==> src/rtl/cpu_pkg.sv <==
// Shared fetch-path types and constants for the CPU front end.
package cpu_pkg;

  localparam int unsigned WORD_W   = 16;
  localparam int unsigned ADDR_W   = 16;
  localparam int unsigned FQ_DEPTH = 2;
  localparam int unsigned FQ_CNT_W = $clog2(FQ_DEPTH + 1);

  localparam logic [FQ_CNT_W-1:0] FqFull = FQ_CNT_W'(FQ_DEPTH);

  typedef logic [WORD_W-1:0] word_t;
  typedef logic [ADDR_W-1:0] addr_t;

  typedef enum logic [1:0] {
    StIdle,
    StReq,
    StDiscard
  } fetch_state_e;

endpackage

==> src/rtl/fetch_queue.sv <==
// Small FIFO holding fetched instruction words ahead of the decoder.
module fetch_queue
  import cpu_pkg::*;
(
  input  logic                clk,
  input  logic                rst,
  input  logic                push_i,
  input  word_t               push_data_i,
  input  logic                pop_i,
  input  logic                flush_i,
  output word_t               head_o,
  output logic [FQ_CNT_W-1:0] count_o
);

  // Pointers wrap naturally because FQ_DEPTH is a power of two.
  localparam int unsigned PtrW = $clog2(FQ_DEPTH);

  word_t                mem_q [FQ_DEPTH];
  logic [PtrW-1:0]      rd_ptr_q;
  logic [PtrW-1:0]      wr_ptr_q;
  logic [FQ_CNT_W-1:0]  count_q;

  always_ff @(posedge clk) begin
    if (rst) begin
      for (int i = 0; i < int'(FQ_DEPTH); i++) begin
        mem_q[i] <= '0;
      end
      rd_ptr_q <= '0;
      wr_ptr_q <= '0;
      count_q  <= '0;
    end else if (flush_i) begin
      rd_ptr_q <= '0;
      wr_ptr_q <= '0;
      count_q  <= '0;
    end else begin
      if (push_i) begin
        mem_q[wr_ptr_q] <= push_data_i;
        wr_ptr_q        <= wr_ptr_q + 1'b1;
      end
      if (pop_i) begin
        rd_ptr_q <= rd_ptr_q + 1'b1;
      end
      case ({push_i, pop_i})
        2'b10:   count_q <= count_q + 1'b1;
        2'b01:   count_q <= count_q - 1'b1;
        default: count_q <= count_q;
      endcase
    end
  end

  assign head_o  = mem_q[rd_ptr_q];
  assign count_o = count_q;

endmodule

==> src/rtl/instruction_fetch.sv <==
// Instruction fetch unit: one-outstanding-read memory FSM feeding a 2-entry queue,
// with pc tracking the head instruction and redirect via pc_load.
module instruction_fetch
  import cpu_pkg::*;
#(
  parameter logic [ADDR_W-1:0] RESET_PC = 16'h0000
) (
  input  logic              clk,
  input  logic              rst,
  input  logic              pc_increment,
  input  logic              pc_load,
  input  logic [ADDR_W-1:0] load_addr,
  output logic [WORD_W-1:0] i_bus,
  output logic              i_valid,
  output logic [ADDR_W-1:0] pc,
  output logic              imem_req,
  output logic [ADDR_W-1:0] imem_addr,
  input  logic              imem_ack,
  input  logic [WORD_W-1:0] imem_data
);

  fetch_state_e        state_q;
  addr_t               pc_q;
  addr_t               fetch_addr_q;
  logic                imem_req_q;
  addr_t               imem_addr_q;

  logic [FQ_CNT_W-1:0] fq_count;
  word_t               fq_head;
  logic                fq_push;
  logic                fq_pop;

  // A redirect suppresses both the push of returning data and any pop.
  assign fq_push = (state_q == StReq) && imem_ack && !pc_load;
  assign fq_pop  = pc_increment && i_valid && !pc_load;

  fetch_queue u_fetch_queue (
    .clk         (clk),
    .rst         (rst),
    .push_i      (fq_push),
    .push_data_i (imem_data),
    .pop_i       (fq_pop),
    .flush_i     (pc_load),
    .head_o      (fq_head),
    .count_o     (fq_count)
  );

  always_ff @(posedge clk) begin
    if (rst) begin
      state_q      <= StIdle;
      pc_q         <= RESET_PC;
      fetch_addr_q <= RESET_PC;
      imem_req_q   <= 1'b0;
      imem_addr_q  <= '0;
    end else begin
      if (pc_load) begin
        pc_q         <= load_addr;
        fetch_addr_q <= load_addr;
      end else if (fq_pop) begin
        pc_q <= pc_q + 1'b1;
      end

      case (state_q)
        StIdle: begin
          if (!pc_load && (fq_count < FqFull)) begin
            state_q     <= StReq;
            imem_req_q  <= 1'b1;
            imem_addr_q <= fetch_addr_q;
          end
        end
        StReq: begin
          if (imem_ack) begin
            state_q    <= StIdle;
            imem_req_q <= 1'b0;
            if (!pc_load) begin
              fetch_addr_q <= fetch_addr_q + 1'b1;
            end
          end else if (pc_load) begin
            // Bus read cannot be withdrawn; wait it out and drop the data.
            state_q <= StDiscard;
          end
        end
        StDiscard: begin
          if (imem_ack) begin
            state_q    <= StIdle;
            imem_req_q <= 1'b0;
          end
        end
        default: begin
          state_q    <= StIdle;
          imem_req_q <= 1'b0;
        end
      endcase
    end
  end

  assign i_valid   = (fq_count != '0);
  assign i_bus     = fq_head;
  assign pc        = pc_q;
  assign imem_req  = imem_req_q;
  assign imem_addr = imem_addr_q;

endmodule

==> config.mk <==
export PLATFORM = sky130hd
export DESIGN_NAME = instruction_fetch
export DESIGN_NICKNAME = d
export VERILOG_FILES = /design/src/rtl/cpu_pkg.sv /design/src/rtl/fetch_queue.sv /design/src/rtl/instruction_fetch.sv
export SDC_FILE = /design/constraint.sdc
export NUM_CORES = 1
export LEC_CHECK = 0
export ABC_AREA = 1
export CAP_MARGIN = 20
export CORE_MARGIN = 2
export CORE_UTILIZATION = 45
export CTS_BUF_LIST = sky130_fd_sc_hd__clkbuf_2
export CTS_CLUSTER_SIZE = 16
export DETAILED_ROUTE_END_ITERATION = 10
export GPL_TIMING_DRIVEN = 0
export HOLD_SLACK_MARGIN = 0.02
export PLACE_DENSITY = 0.81
export SLEW_MARGIN = 25
export SYNTH_ARGS = -nofsm -noshare
export SYNTH_HDL_FRONTEND = slang
export SYNTH_SLANG_ARGS = --single-unit
==> constraint.sdc <==
create_clock -name clk -period 1.8 [get_ports clk]
set_input_delay 0.27 -clock clk [delete_from_list [all_inputs] [get_ports clk]]
set_output_delay 0.27 -clock clk [all_outputs]
set_load 0.005 [all_outputs]
==> results.py <==
metrics = {
    "power": {
        "p_per_area_nw_per_um2": 796,
        "power.total_mw": 4.62,
        "leakagePower_nw": 2.38,
        "peakVddDrop_mv": 0.427,
    },
    "cells_and_area": {
        "mostFrequentLayoutCells": "nand2_1 (98), nor2_1 (83), clkdlybuf4s50_1 (68)",
        "final_cell_area_um2": 5800,
        "nets": 700,
        "areaGrowthSynthToFinish_pct": 32.1,
        "multi_input_area_um2": 2010,
        "diodes": 0,
        "fillers": 865,
        "final_common_cell": "nand2_1",
        "drive_gt1_share_pct": 17.7,
        "ff_latch_area_um2": 2110,
    },
    "route": {
        "wl_um": 11700,
        "drc": 0,
        "wl_per_cell_um": 14.7,
        "ant_nets": 0,
        "vias": 4126,
        "first_iter_violations": 221,
        "via_per_inst": 5.20,
        "firstDrtPassIters": 6,
    },
    "synth": {
        "ys_warn_count": 0,
        "synth-simple-area-share_pct": 23.4,
        "synthesis.area_um2": 4390,
        "yosysSeqAreaShare_pct": 47.4,
        "synth_xor_xnor_area_share_pct": 1.20,
        "synth_compound_area_share_pct": 12.6,
        "synth_seq_cells": 88,
        "synthesis.instances": 549,
        "synth_fp_nets": 593,
        "synthAdderAreaFrac_pct": 1.99,
        "synth_top_family_by_area": "simple AND/OR/NAND/NOR gates",
        "synth.area.mux_share_pct": 4.10,
        "syn_avg_cell_area_um2": 8.00,
        "synth_cell_type_count": 33,
    },
    "critical_path": {
        "crit_path_max_incr_delay_ns": 0.37,
        "critPathCaptureType": "primary output",
        "critical_path_class": "reg -> out",
        "r2r_start": "state_q[0]",
        "slowest_stage": "dfxtp_2",
        "cp.required_ns": 1.53,
        "cp.arrival_ns": 1.56,
        "crit_path_cell_trace": "buf_6 > buf_8 > mux2_4 > buf_6",
        "worstPathMaxFanout": 6,
        "start_kind": "flip-flop",
        "cpMostUsedCell": "buf_6",
    },
    "sta": {
        "finalSetupViolations": 16,
        "worst_slew_pin_slew_ns": 0.491,
        "setup_ws_ns": -0.0337,
        "fmax_mhz": 545,
        "period_share_pct": 102,
        "rsz0062_at_grt": "true",
        "holdWs_ns": 0.109,
        "finalSetupTns_ns": -0.299,
        "fin_crit_ns": 1.83,
        "slew_violations": 0,
        "finClkSkew_ns": 0.0290,
        "hold_violations": 0,
        "maxSlewHeadroom_pct": 67.3,
    },
    "floorplan": {
        "die_w_um": 103,
        "rows": 36,
        "die_h_um": 103,
        "core_area_um2": 9640,
        "ios": 87,
        "die-area_um2": 10600,
        "initial_core_util_pct": 45.6,
    },
    "clock_tree": {
        "clk_pin_slew_ns": 0.21,
        "ctsHoldBuffers": 0,
        "clock_latency_ns": 0.54,
        "tritoncts": "built",
        "numClockSinks": 88,
        "cts_root_buf": "clkbuf_2",
        "cts_buffers": 9,
        "h-tree-depth": 3,
        "cts_max_path_buffers": 2,
    },
    "placed_design": {
        "postPlaceCellArea_um2": 5420,
        "portBuffers": 85,
        "dp_hpwl_um": 8490,
        "routabilityCongestion": 0.953,
        "post-place-ws_ns": -0.549,
    },
    "global_route": {
        "grt_pass1_vias": 4042,
        "grt_antenna_before_repair": 0,
        "grt_pass1_wl_um": 18200,
        "grt_usage_pct": 22.0,
        "overflow": 0,
        "grt_max_degree": 17,
    },
    "min_path": {
        "min_path_type": "in -> reg",
        "hp-start": "pc_load",
    },
    "status": {
        "violations": "setup timing",
        "status": "complete, but fails checks",
    },
    "flow_run": {
        "cap_violations": 0,
    },
}
area by class of cell:
type	instances	area share (%)
clock buffer	11	0.949
tap	133	2.87
multi-input combinational	370	34.6
inverter	72	4.83
timing repair buffer	96	16.8
buffer	19	2.74
clock inverter	5	0.819
sequential	88	36.4
state kept, by name, indices dropped and copies added (netlist names), 2 cells and up, named ones only:
name                   flops
pc                        16
u_fetch_queue.mem_q       32
imem_addr                 16
state_q                    2
fetch_addr_q              16
u_fetch_queue.count_o      2
through the flow:
step	std cells	utilization [%]
2_1_floorplan	549	-
3_3_place_gp	767	56.2
3_5_place_dp	767	56.2
4_1_cts	790	59.0
5_1_grt	794	60.2
6_report	794	60.2
synth_stat cells:
| cell | count | area share (%) |
|---|---|---|
| a211oi_1 | 2 | 0.34 |
| a21oi_1 | 40 | 4.6 |
| a31oi_1 | 6 | 0.85 |
| buf_1 | 1 | 0.085 |
| buf_2 | 6 | 0.68 |
| buf_4 | 1 | 0.17 |
| buf_6 | 7 | 1.8 |
| clkbuf_1 | 4 | 0.34 |
| dfxtp_1 | 56 | 26 |
| edfxtp_1 | 32 | 22 |
| ha_1 | 7 | 2.0 |
| inv_1 | 65 | 5.6 |
| inv_2 | 6 | 0.51 |
| inv_4 | 1 | 0.14 |
| mux2_2 | 16 | 4.1 |
| nand2_1 | 101 | 8.6 |
| nand2_2 | 3 | 0.43 |
| nand2_4 | 2 | 0.51 |
| nand3_1 | 29 | 3.3 |
| nand3_4 | 2 | 0.80 |
| nand4_1 | 7 | 1.0 |
| nor2_1 | 83 | 7.1 |
| nor2_2 | 4 | 0.57 |
| nor2_4 | 2 | 0.51 |
| nor3_1 | 3 | 0.34 |
| nor3b_1 | 1 | 0.17 |
| o211ai_1 | 3 | 0.51 |
| o21ai_0 | 43 | 4.9 |
| o21ai_1 | 2 | 0.23 |
| o21bai_1 | 2 | 0.34 |
| o22ai_1 | 4 | 0.57 |
| o31ai_1 | 2 | 0.34 |
| xor2_1 | 6 | 1.2 |
what timing repair did:
action                                 4_1_cts  5_1_grt
setup endpoints to repair                   63       42
pin swaps                                    1        0
gates resized for setup                    112       27
setup buffers                                6        5
endpoints found under the hold margin        0        0
gates cloned                                 1        0
worst max-delay path, delay by kind of cell, from the launching register on:
kind	cells	cell delay [ns]
flops	1	0.37
mux	1	0.31
buf+inv	3	0.38
worst paths after layout:
kind                           endpoint  slack [ns]  depth (start not counted)
min                               pc[8]        0.11                          4
min reg2reg      u_fetch_queue.rd_ptr_q        0.50                          2
max                            i_bus[0]       -0.03                          4
max reg2reg  u_fetch_queue.mem_q[1][15]        0.07                          7
routing by layer:
layer  up-vias  track usage, %  part of all wire, %
met5         -               0                    0
met4         0            11.0                  3.0
met3        30            3.53                  7.1
met2       168            38.8                   50
met1      1911            25.9                   40
li1       2017               -                    -
where the power goes:
part | total [mW] | internal, mW | leakage [nW] | switching, mW
registers | 2.42 | 2.27 | 0.800 | 0.146
clock network | 0.966 | 0.322 | 0.0761 | 0.644
logic | 1.24 | 0.621 | 1.51 | 0.614
cell families after synthesis:
| kind of cell | count (synthesis) |
|---|---|
| AND/OR/NAND/NOR | 237 |
| AO/OA/AOI/OAI | 104 |
| buffers and inverters | 91 |
| flip-flops | 88 |
| multiplexers | 16 |
| adder cells (fa/ha/maj) | 7 |
| XOR/XNOR | 6 |
Note: power is estimated with default switching activity, not from simulation.
